[src/rtl/sec_graph_loader_pkg.sv]
// Shared types and constants for the monitoring-graph loader: index/data widths,
// FSM state encoding and the registered RAM write-port payload.
package sec_graph_loader_pkg;

  localparam int unsigned ADDR_W  = 11;
  localparam int unsigned DATA_W  = 32;
  localparam int unsigned ENTRIES = 2 ** ADDR_W;
  localparam int unsigned CNT_W   = ADDR_W + 1;
  localparam int unsigned WE_W    = 4;

  localparam logic [WE_W-1:0]   WE_ALL     = 4'b1111;
  localparam logic [WE_W-1:0]   WE_NONE    = 4'b0000;
  localparam logic [ADDR_W-1:0] LAST_INDEX = ADDR_W'(ENTRIES - 1);

  typedef enum logic [2:0] {
    ST_IDLE   = 3'd0,
    ST_CLEAR  = 3'd1,
    ST_GET_BB = 3'd2,
    ST_GET_NH = 3'd3,
    ST_DONE   = 3'd4
  } state_e;

  // One write beat on the shared port; both bb_ram copies see the same bb field.
  typedef struct packed {
    logic [WE_W-1:0]   we;
    logic [ADDR_W-1:0] addr;
    logic [DATA_W-1:0] bb;
    logic [DATA_W-1:0] nh;
  } mem_wr_t;

  // A load must cover at least one pair and at most the whole graph.
  function automatic logic count_legal(input logic [CNT_W-1:0] cnt);
    return (cnt != CNT_W'(0)) && (cnt <= CNT_W'(ENTRIES));
  endfunction

endpackage

[src/rtl/sec_graph_loader_if.sv]
// Command, word-stream and RAM write-port bundle between the host side and the
// graph loader.
interface sec_graph_loader_if;
  import sec_graph_loader_pkg::*;

  logic                clear_start;
  logic                load_start;
  logic [ADDR_W-1:0]   load_base;
  logic [CNT_W-1:0]    load_count;
  logic [DATA_W-1:0]   wr_data;
  logic                wr_valid;
  logic                wr_ready;
  logic [ADDR_W-1:0]   mem_addr;
  logic [DATA_W-1:0]   bb_data;
  logic [DATA_W-1:0]   nh_data;
  logic [WE_W-1:0]     mem_we;
  logic                monitor_hold;
  logic                busy;
  logic                done;
  logic                err;

  modport master (
    output clear_start, load_start, load_base, load_count, wr_data, wr_valid,
    input  wr_ready, mem_addr, bb_data, nh_data, mem_we, monitor_hold, busy, done, err
  );

  modport slave (
    input  clear_start, load_start, load_base, load_count, wr_data, wr_valid,
    output wr_ready, mem_addr, bb_data, nh_data, mem_we, monitor_hold, busy, done, err
  );

endinterface

[src/rtl/sec_graph_loader.sv]
// Programs (basic-block, next-hop) pairs or a zero-fill into the monitor graph RAMs
// through one registered write port, holding the monitor off while the graph changes.
module sec_graph_loader
  import sec_graph_loader_pkg::*;
(
  input  logic                     core_sp_clk,
  input  logic                     reset,
  sec_graph_loader_if.slave        bus
);

  state_e              state_q,     state_d;
  logic [ADDR_W-1:0]   index_q,     index_d;
  logic [CNT_W-1:0]    remaining_q, remaining_d;
  logic [DATA_W-1:0]   bb_hold_q,   bb_hold_d;
  mem_wr_t             wr_q,        wr_d;
  logic                wr_ready_q,  wr_ready_d;
  logic                hold_q,      hold_d;
  logic                busy_q,      busy_d;
  logic                done_q,      done_d;
  logic                err_q,       err_d;

  // Next-state, datapath and registered-output decode.
  always_comb begin
    state_d     = state_q;
    index_d     = index_q;
    remaining_d = remaining_q;
    bb_hold_d   = bb_hold_q;
    wr_d        = wr_q;
    wr_d.we     = WE_NONE;
    err_d       = 1'b0;

    unique case (state_q)
      ST_IDLE: begin
        // Clear has priority; a coincident load is dropped without complaint.
        if (bus.clear_start) begin
          state_d = ST_CLEAR;
          index_d = '0;
        end else if (bus.load_start) begin
          if (count_legal(bus.load_count)) begin
            state_d     = ST_GET_BB;
            index_d     = bus.load_base;
            remaining_d = bus.load_count;
          end else begin
            err_d = 1'b1;
          end
        end
      end

      ST_CLEAR: begin
        wr_d.we   = WE_ALL;
        wr_d.addr = index_q;
        wr_d.bb   = '0;
        wr_d.nh   = '0;
        index_d   = index_q + ADDR_W'(1);
        if (index_q == LAST_INDEX) begin
          state_d = ST_DONE;
        end
      end

      ST_GET_BB: begin
        if (bus.wr_valid && wr_ready_q) begin
          bb_hold_d = bus.wr_data;
          state_d   = ST_GET_NH;
        end
      end

      ST_GET_NH: begin
        if (bus.wr_valid && wr_ready_q) begin
          wr_d.we     = WE_ALL;
          wr_d.addr   = index_q;
          wr_d.bb     = bb_hold_q;
          wr_d.nh     = bus.wr_data;
          index_d     = index_q + ADDR_W'(1);
          remaining_d = remaining_q - CNT_W'(1);
          state_d     = (remaining_q == CNT_W'(1)) ? ST_DONE : ST_GET_BB;
        end
      end

      ST_DONE: begin
        state_d = ST_IDLE;
      end

      default: begin
        state_d = ST_IDLE;
      end
    endcase

    wr_ready_d = (state_d == ST_GET_BB) || (state_d == ST_GET_NH);
    busy_d     = (state_d != ST_IDLE);
    done_d     = (state_q == ST_DONE);
    // Stay held through the done pulse so the last write lands before release.
    hold_d     = busy_d || (state_q == ST_DONE);
  end

  always_ff @(posedge core_sp_clk) begin
    if (reset) begin
      state_q     <= ST_IDLE;
      index_q     <= '0;
      remaining_q <= '0;
      bb_hold_q   <= '0;
      wr_q        <= '0;
      wr_ready_q  <= 1'b0;
      hold_q      <= 1'b0;
      busy_q      <= 1'b0;
      done_q      <= 1'b0;
      err_q       <= 1'b0;
    end else begin
      state_q     <= state_d;
      index_q     <= index_d;
      remaining_q <= remaining_d;
      bb_hold_q   <= bb_hold_d;
      wr_q        <= wr_d;
      wr_ready_q  <= wr_ready_d;
      hold_q      <= hold_d;
      busy_q      <= busy_d;
      done_q      <= done_d;
      err_q       <= err_d;
    end
  end

  assign bus.wr_ready     = wr_ready_q;
  assign bus.mem_addr     = wr_q.addr;
  assign bus.bb_data      = wr_q.bb;
  assign bus.nh_data      = wr_q.nh;
  assign bus.mem_we       = wr_q.we;
  assign bus.monitor_hold = hold_q;
  assign bus.busy         = busy_q;
  assign bus.done         = done_q;
  assign bus.err          = err_q;

endmodule

[src/flat_wrapper.sv]
// flat-port wrapper written by rule: the top's interface ports become plain ports
module sec_graph_loader_flat import sec_graph_loader_pkg::*;
  (core_sp_clk, reset, bus_clear_start, bus_load_start, bus_load_base, bus_load_count, bus_wr_data, bus_wr_valid, bus_wr_ready, bus_mem_addr, bus_bb_data, bus_nh_data, bus_mem_we, bus_monitor_hold, bus_busy, bus_done, bus_err);
  sec_graph_loader_if bus_i ();
  input  logic core_sp_clk;
  input  logic reset;
  input wire logic [$bits(bus_i.clear_start)-1:0] bus_clear_start;
  input wire logic [$bits(bus_i.load_start)-1:0] bus_load_start;
  input wire logic [$bits(bus_i.load_base)-1:0] bus_load_base;
  input wire logic [$bits(bus_i.load_count)-1:0] bus_load_count;
  input wire logic [$bits(bus_i.wr_data)-1:0] bus_wr_data;
  input wire logic [$bits(bus_i.wr_valid)-1:0] bus_wr_valid;
  output wire logic [$bits(bus_i.wr_ready)-1:0] bus_wr_ready;
  output wire logic [$bits(bus_i.mem_addr)-1:0] bus_mem_addr;
  output wire logic [$bits(bus_i.bb_data)-1:0] bus_bb_data;
  output wire logic [$bits(bus_i.nh_data)-1:0] bus_nh_data;
  output wire logic [$bits(bus_i.mem_we)-1:0] bus_mem_we;
  output wire logic [$bits(bus_i.monitor_hold)-1:0] bus_monitor_hold;
  output wire logic [$bits(bus_i.busy)-1:0] bus_busy;
  output wire logic [$bits(bus_i.done)-1:0] bus_done;
  output wire logic [$bits(bus_i.err)-1:0] bus_err;
  assign bus_i.clear_start = bus_clear_start;
  assign bus_i.load_start = bus_load_start;
  assign bus_i.load_base = bus_load_base;
  assign bus_i.load_count = bus_load_count;
  assign bus_i.wr_data = bus_wr_data;
  assign bus_i.wr_valid = bus_wr_valid;
  assign bus_wr_ready = bus_i.wr_ready;
  assign bus_mem_addr = bus_i.mem_addr;
  assign bus_bb_data = bus_i.bb_data;
  assign bus_nh_data = bus_i.nh_data;
  assign bus_mem_we = bus_i.mem_we;
  assign bus_monitor_hold = bus_i.monitor_hold;
  assign bus_busy = bus_i.busy;
  assign bus_done = bus_i.done;
  assign bus_err = bus_i.err;
  sec_graph_loader u_core (.core_sp_clk(core_sp_clk), .reset(reset), .bus(bus_i));
endmodule
[config.mk]
export PLATFORM = sky130hd
export DESIGN_NAME = sec_graph_loader_flat
export DESIGN_NICKNAME = d
export VERILOG_FILES = /design/src/rtl/sec_graph_loader_pkg.sv /design/src/rtl/sec_graph_loader_if.sv /design/src/rtl/sec_graph_loader.sv /design/src/flat_wrapper.sv
export SDC_FILE = /design/constraint.sdc
export NUM_CORES = 1
export LEC_CHECK = 0
export CAP_MARGIN = 0
export CORE_ASPECT_RATIO = 1.5
export CORE_MARGIN = 4
export CORE_UTILIZATION = 25
export CTS_BUF_LIST = sky130_fd_sc_hd__clkbuf_8 sky130_fd_sc_hd__clkbuf_16
export DETAILED_ROUTE_END_ITERATION = 8
export DONT_BUFFER_PORTS = 1
export MAX_ROUTING_LAYER = met4
export SLEW_MARGIN = 20
export SYNTH_ARGS = -nofsm -noshare
export SYNTH_HDL_FRONTEND = slang
export SYNTH_SLANG_ARGS = --single-unit
[constraint.sdc]
create_clock -name core_sp_clk -period 5.5 [get_ports core_sp_clk]
set_input_delay 1.1 -clock core_sp_clk [delete_from_list [all_inputs] [get_ports core_sp_clk]]
set_output_delay 1.1 -clock core_sp_clk [all_outputs]
set_load 0.02 [all_outputs]
==> impl_metrics.json, run 1 <==
{
  "rsz0062_at_grt": "no",
  "dieHeight_um": 195,
  "avgRoutedWirePerCell_um": 17.7,
  "synth_async_sr_flop_share": 0,
  "worstPathRequired_ns": 5.86,
  "cts_tree": "built",
  "cts-buffers-inserted": 17,
  "antenna_violations_before_repair": 0,
  "yosysWarningCount": 0,
  "yosys.area_share.simple": 0.259,
  "rr_endpoint": "u_core.bus.mem_addr[9]",
  "ys_seq_area_frac": 0.478,
  "synthesis.area_um2": 5820,
  "areaGrowthSynthToFinish_pct": 12.3,
  "yosys_most_used_dff": "sky130_fd_sc_hd__dfxtp_1",
  "total_power_mw": 2.29,
  "worst_setup_path_start_kind": "flop",
  "count_of_endpoints_failing_hold_in_the_final_timing_report": 0,
  "cts_setup_buffers": 0,
  "gr-max-usage-layer": "met2",
  "timing.critical_path.from": "u_core.state_q[0]",
  "first_global_vias": 5044,
  "setup_viol": 0,
  "hpwlAfterDp_um": 11300,
  "global_route.usage.met1": 0.153,
  "synthesized_area_fraction_occupied_by_ao_oa_aoi_and_oai_cells": 0.195,
  "postCtsHoldBufs": 0,
  "synth-adder-area-share": 0.00645,
  "synth_cells": 734,
  "maximum_number_of_pins_on_one_net_before_global_route_repair": 133,
  "post_cts.resized_instances": 0,
  "finalCoreUtilization": 0.284,
  "fillers": 2468,
  "worst_setup_path_end_kind": "flop",
  "drc_errors": 0,
  "post_dp_cell_area_um2": 5970,
  "initial_cell_density_of_the_core": 0.253,
  "worstPathMaxFanout": 53,
  "nets": 758,
  "regToRegSetupSlack_ns": 2.47,
  "timing_worst_slew_pin_value_ns": 0.901,
  "ys_seq_elements": 139,
  "drtIter0Drc": 312,
  "die_area_um2": 25800,
  "powerDensity_nw_per_um2": 350,
  "clkTransAtPathRegs_ns": 0.07,
  "avgViaCountPerCell": 5.22,
  "detail_route.first_pass.iterations": 4,
  "cts.htree.levels": 4,
  "global_route.usage.met3": 0.0342,
  "rows": 68,
  "period_needed_ns": 3.03,
  "max-clock-path-buffers": 2,
  "main_combinational_cell_family_by_area_after_synthesis": "simple AND/OR/NAND/NOR gates",
  "synth.area.mux_share": 0.00365,
  "clock-skew-final_ns": 0.0114,
  "worst_setup_path_endpoint": "u_core.bus.mem_addr[9]",
  "run_status": "complete, no violations",
  "postRouteAntennaNets": 0,
  "vias": 5156,
  "synth.avg_cell_area_um2": 7.93,
  "core_area_um2": 23000,
  "peakVddDrop_v": 0.000190,
  "finish.instance_area_um2": 6540,
  "wl_um": 17500,
  "grt_use_total": 0.137,
  "setup.worst_path.class": "reg2reg",
  "fraction_of_the_cycle_the_final_worst_path_needs": 0.552,
  "buffer_ports.inserted": 0,
  "cts.sink_count": 139,
  "n_antenna_cell": 0,
  "met2_usage": 0.230,
  "timing.max_cap.violations": 0,
  "worst_r2r_startpoint": "u_core.state_q[0]",
  "finalMaxSlewViolations": 0,
  "ios": 144,
  "root_buffer_master": "sky130_fd_sc_hd__clkbuf_16",
  "worst_hold_path_type": "reg2reg",
  "slew-limit-headroom": 0.400,
  "critPathArrivalTime_ns": 3.39,
  "worstSkewPairLatency_ns": 0.43,
  "post_synth_num_cell_types": 55,
  "postSynthNetCount": 797,
  "max_freq_mhz": 330,
  "rr_worst_depth": 6,
  "number_of_enable_type_register_cells_in_the_synthesized_netlist": 0,
  "die_w_um": 133,
  "synth_xor_area_frac": 0.00903,
  "grt_overflow_total": 0,
  "setup_total_negative_slack_ns": 0,
  "routabilityCongestion": 0.811,
  "post_route_cells_drive_above_1_share": 0.0734,
  "first_pass_grt_wire_length_um": 27700,
  "leakage_nw": 2.08,
  "min_from": "u_core.bb_hold_q[27]"
}
metal layers:
layer	part of all wire	wire length (µm)
met1	0.42	7390
met2	0.50	8720
met3	0.049	861
met4	0.029	512
met5	0	0
sequential cells by signal, summed over array words and instances, names as in the netlist:
| name | cells |
|---|---|
| u_core.index_q | 11 |
| u_core.bus.bb_data | 32 |
| u_core.bus.mem_addr | 11 |
| u_core.bus.done | 1 |
| u_core.bb_hold_q | 32 |
| u_core.bus.nh_data | 32 |
| u_core.bus.busy | 1 |
| u_core.bus.mem_we | 1 |
| u_core.bus.monitor_hold | 1 |
| u_core.state_q | 3 |
| u_core.bus.err | 1 |
| u_core.remaining_q | 12 |
| u_core.bus.wr_ready | 1 |
synth_stat cells, types with 5 or more instances:
library cell               instances  area, µm²
sky130_fd_sc_hd__nand2_1         161        604
sky130_fd_sc_hd__dfxtp_1         139       2780
sky130_fd_sc_hd__a21oi_1         128        641
sky130_fd_sc_hd__nand3_1          88        440
sky130_fd_sc_hd__clkbuf_1         45        169
sky130_fd_sc_hd__nor3_1           16       80.1
sky130_fd_sc_hd__nor2_1           15       56.3
sky130_fd_sc_hd__buf_1            14       52.6
sky130_fd_sc_hd__o31ai_1          10       75.1
sky130_fd_sc_hd__and3_1            7       43.8
sky130_fd_sc_hd__inv_1             7       26.3
sky130_fd_sc_hd__o211ai_1          7       52.6
sky130_fd_sc_hd__a31oi_1           6       37.5
sky130_fd_sc_hd__nand2b_1          5       31.3
sky130_fd_sc_hd__nor3b_1           5       37.5
sky130_fd_sc_hd__nor4_1            5       31.3
cells by family after synthesis:
family	after synthesis
simple gates	326
compound gates	187
flops	139
buf+inv	71
xor+xnor	6
fa+ha+maj	3
mux	2
worst min-delay path by stage:
| stage | cells after the start | to | slack, ns |
|---|---|---|---|
| floorplan | 2 | u_core.bus.bb_data[0] | 0.43 |
| global placement | 2 | u_core.bus.bb_data[22] | 0.43 |
| detailed placement | 2 | u_core.bus.bb_data[22] | 0.44 |
| CTS | 2 | u_core.bus.bb_data[15] | 0.44 |
| global route | 2 | u_core.bus.bb_data[24] | 0.47 |
| finish | 2 | u_core.bus.bb_data[27] | 0.45 |
area by class of cell:
class                           count  area (µm²)  area share
Clock buffer                       18         439      0.0672
Clock inverter                     14         121      0.0186
Inverter                            7        26.3     0.00402
Multi-Input combinational cell    524        2770       0.424
Sequential cell                   139        2780       0.426
Tap cell                          280         350      0.0536
Timing Repair Buffer                6        45.0     0.00689
cell usage in the layout (no fill, tap or decap), types with 4 or more instances in the layout:
cell	count
sky130_fd_sc_hd__clkbuf_16	17
sky130_fd_sc_hd__a31oi_1	6
sky130_fd_sc_hd__nand2_1	161
sky130_fd_sc_hd__nor2b_1	4
sky130_fd_sc_hd__nor4_1	5
sky130_fd_sc_hd__o211ai_1	7
sky130_fd_sc_hd__inv_6	4
sky130_fd_sc_hd__o311ai_0	4
sky130_fd_sc_hd__a21oi_1	128
sky130_fd_sc_hd__and3_1	7
sky130_fd_sc_hd__dfxtp_1	139
sky130_fd_sc_hd__nand2b_1	4
sky130_fd_sc_hd__nor3b_1	5
sky130_fd_sc_hd__o21ai_0	4
sky130_fd_sc_hd__inv_1	10
sky130_fd_sc_hd__nand3_1	88
sky130_fd_sc_hd__nor3_1	15
sky130_fd_sc_hd__nor2_1	15
sky130_fd_sc_hd__o31ai_1	10
sky130_fd_sc_hd__a211oi_1	4
sky130_fd_sc_hd__buf_4	6
critical path, cell delays in order, from the launching register on:
cell and delay [ns]:
sky130_fd_sc_hd__dfxtp_1 0.63, sky130_fd_sc_hd__nor2b_1 0.68, sky130_fd_sc_hd__nand2b_2 0.49, sky130_fd_sc_hd__buf_4 0.47
sky130_fd_sc_hd__nand2_1 0.39, sky130_fd_sc_hd__nand2_1 0.12, sky130_fd_sc_hd__a21oi_1 0.14
power by group:
part	switching (mW)	leakage (nW)	internal (mW)
registers	0.0327	1.12	1.03
clock network	0.467	0.278	0.634
logic	0.0843	0.680	0.0413
total	0.584	2.08	1.70
through the flow:
stage	hold WS, ns	setup WS, ns	instances
after floorplan	0.432	2.61	734
after global placement	0.434	2.47	956
after detailed placement	0.441	2.40	956
after CTS	0.445	2.41	988
after global routing	0.466	2.19	988
final	0.448	2.47	988
Note: power is estimated with default switching activity, not from simulation.
==> run 2, diff against run 1 <==
==> constraint.sdc (replaced) <==
create_clock -name core_sp_clk -period 2.7 [get_ports core_sp_clk]
set_input_delay 0.54 -clock core_sp_clk [delete_from_list [all_inputs] [get_ports core_sp_clk]]
set_output_delay 0.54 -clock core_sp_clk [all_outputs]
set_load 0.02 [all_outputs]
==> impl_metrics.json, run 2 (synthesized netlist as in run 1, its figures left out) <==
{
  "critPathArrivalTime_ns": 2.46,
  "grt_use_total": 0.136,
  "timing.critical_path.slowest_stage_cell": "sky130_fd_sc_hd__or3_2",
  "worst_hold_path_type": "in2reg",
  "power.share.clock": 0.478,
  "grt_overflow_total": 0,
  "swShare": 0.270,
  "nets": 767,
  "pre_cts_ws_ns": 0.142,
  "count_of_endpoints_failing_hold_in_the_final_timing_report": 0,
  "root_buffer_master": "sky130_fd_sc_hd__clkbuf_16",
  "worst_setup_path_end_kind": "flop",
  "regToRegSetupSlack_ns": 0.56,
  "first_pass_grt_wire_length_um": 27500,
  "max_freq_mhz": 467,
  "areaGrowthSynthToFinish_pct": 13.4,
  "postCtsHoldBufs": 0,
  "finalMaxSlewViolations": 0,
  "layout.cells.most_common_list": "161 x sky130_fd_sc_hd__nand2_1, 139 x sky130_fd_sc_hd__dfxtp_1, 128 x sky130_fd_sc_hd__a21oi_1",
  "setup_viol": 0,
  "hpwlAfterDp_um": 11300,
  "initial_cell_density_of_the_core": 0.253,
  "postRouteAntennaNets": 0,
  "total_power_mw": 4.64,
  "rr_endpoint": "u_core.bus.nh_data[8]",
  "crit_family": "simple AND/OR/NAND/NOR gates",
  "timing_worst_slew_pin_value_ns": 0.754,
  "run_status": "complete, no violations",
  "setup_total_negative_slack_ns": 0,
  "routabilityCongestion": 0.837,
  "rsz0062_at_grt": "no",
  "timing.critical_path.from": "u_core.bus.wr_ready",
  "peakVddDrop_v": 0.000385,
  "worstPathRequired_ns": 3.02,
  "fraction_of_the_cycle_the_final_worst_path_needs": 0.793,
  "finalCoreUtilization": 0.287,
  "vias": 5229,
  "timing.max_cap.violations": 0,
  "rows": 68,
  "avgViaCountPerCell": 5.24,
  "max-clock-path-buffers": 2,
  "clkTransAtPathRegs_ns": 0.06,
  "rr_worst_depth": 5,
  "critical_path.cell_chain": "nand2_1 -> or3_2 -> buf_4 -> nand3_1 -> a21oi_1",
  "clock-skew-final_ns": 0.0103,
  "critPathBufInv": 1,
  "post_dp_cell_area_um2": 6040,
  "worstHoldPathCells": 1,
  "drc_errors": 0,
  "post-route-worst-setup-slack_ns": 0.558,
  "min_from": "reset",
  "worst_path_largest_cell_delay_ns": 0.64,
  "worstPathMaxFanout": 52,
  "first_global_vias": 4995,
  "cellInternalPower_mw": 3.39,
  "avgRoutedWirePerCell_um": 17.3,
  "worst_setup_path_start_kind": "flop",
  "maximum_number_of_pins_on_one_net_before_global_route_repair": 133,
  "cts.sink_count": 139,
  "power_frac_seq": 0.463,
  "detail_route.first_pass.iterations": 6,
  "leakage_nw": 2.12,
  "slew-limit-headroom": 0.497,
  "worstSkewPairLatency_ns": 0.43,
  "die_area_um2": 25800,
  "powerDensity_nw_per_um2": 703,
  "cts.htree.levels": 4,
  "power.net_switching_mw": 1.25,
  "drtIter0Drc": 380,
  "period_needed_ns": 2.14,
  "dieHeight_um": 195,
  "ios": 144,
  "die_w_um": 133,
  "cts_tree": "built",
  "setup.worst_path.class": "reg2reg",
  "cts-buffers-inserted": 17,
  "cts_setup_buffers": 0,
  "min_to": "u_core.remaining_q[1]",
  "pwr-share-comb": 0.059,
  "worst_r2r_startpoint": "u_core.bus.wr_ready",
  "antenna_violations_before_repair": 0,
  "post_route_cells_drive_above_1_share": 0.0893,
  "wl_um": 17200,
  "core_area_um2": 23000,
  "buffer_ports.inserted": 0,
  "finish.instance_area_um2": 6600,
  "layout.cells.most_common": "sky130_fd_sc_hd__nand2_1",
  "post_cts.resized_instances": 0
}
-- run 2: cell count changes in the layout (fill, tap and decap cells not counted) --
cell / change
sky130_fd_sc_hd__buf_4: +9
sky130_fd_sc_hd__inv_1: -3
sky130_fd_sc_hd__inv_8: +3
sky130_fd_sc_hd__inv_6: +2
sky130_fd_sc_hd__bufinv_16: -1
sky130_fd_sc_hd__clkbuf_8: -1
sky130_fd_sc_hd__clkinv_2: +1
sky130_fd_sc_hd__clkinvlp_4: -1
sky130_fd_sc_hd__diode_2: +1
-- run 2: worst max-delay path by stage --
stage | cells past startpoint | to
finish | 5 | u_core.bus.nh_data[8]
global route | 5 | u_core.remaining_q[11]
CTS | 5 | u_core.bus.mem_addr[0]
detailed placement | 5 | u_core.remaining_q[5]
global placement | 5 | u_core.remaining_q[5]
floorplan | 5 | u_core.bus.monitor_hold
-- run 2: area by class of cell --
type	count	area (µm²)
Antenna cell	1	2.50
Sequential cell	139	2780
Timing Repair Buffer	15	113
Clock buffer	17	425
Clock inverter	15	129
Inverter	7	26.3
Fill cell	2511	16400
Tap cell	280	350
Multi-Input combinational cell	524	2770
-- run 2: power groups by stage --
stage	Combinational (mW)	Sequential [mW]	Clock, mW
2_1_floorplan	0.236	2.18	0
3_3_place_gp	0.270	2.19	0
3_5_place_dp	0.272	2.19	0
4_1_cts	0.273	2.15	2.28
5_1_grt	0.303	2.15	2.35
6_report	0.274	2.15	2.22
-- run 2: metal layers --
metal,wire length (µm),vias up,share of wire,track usage
met4,394,0,0.023,0.0612
met3,1110,38,0.064,0.0326
li1,-,2536,-,-
met2,8840,172,0.51,0.225
met5,0,-,0,-
met1,6910,2483,0.40,0.155
-- run 2: metrics by stage --
step	hold WS [ns]	instances
finish	0.187	998
CTS	0.172	997
global route	0.179	997
detailed placement	0.440	965
global placement	0.435	965
floorplan	0.432	734
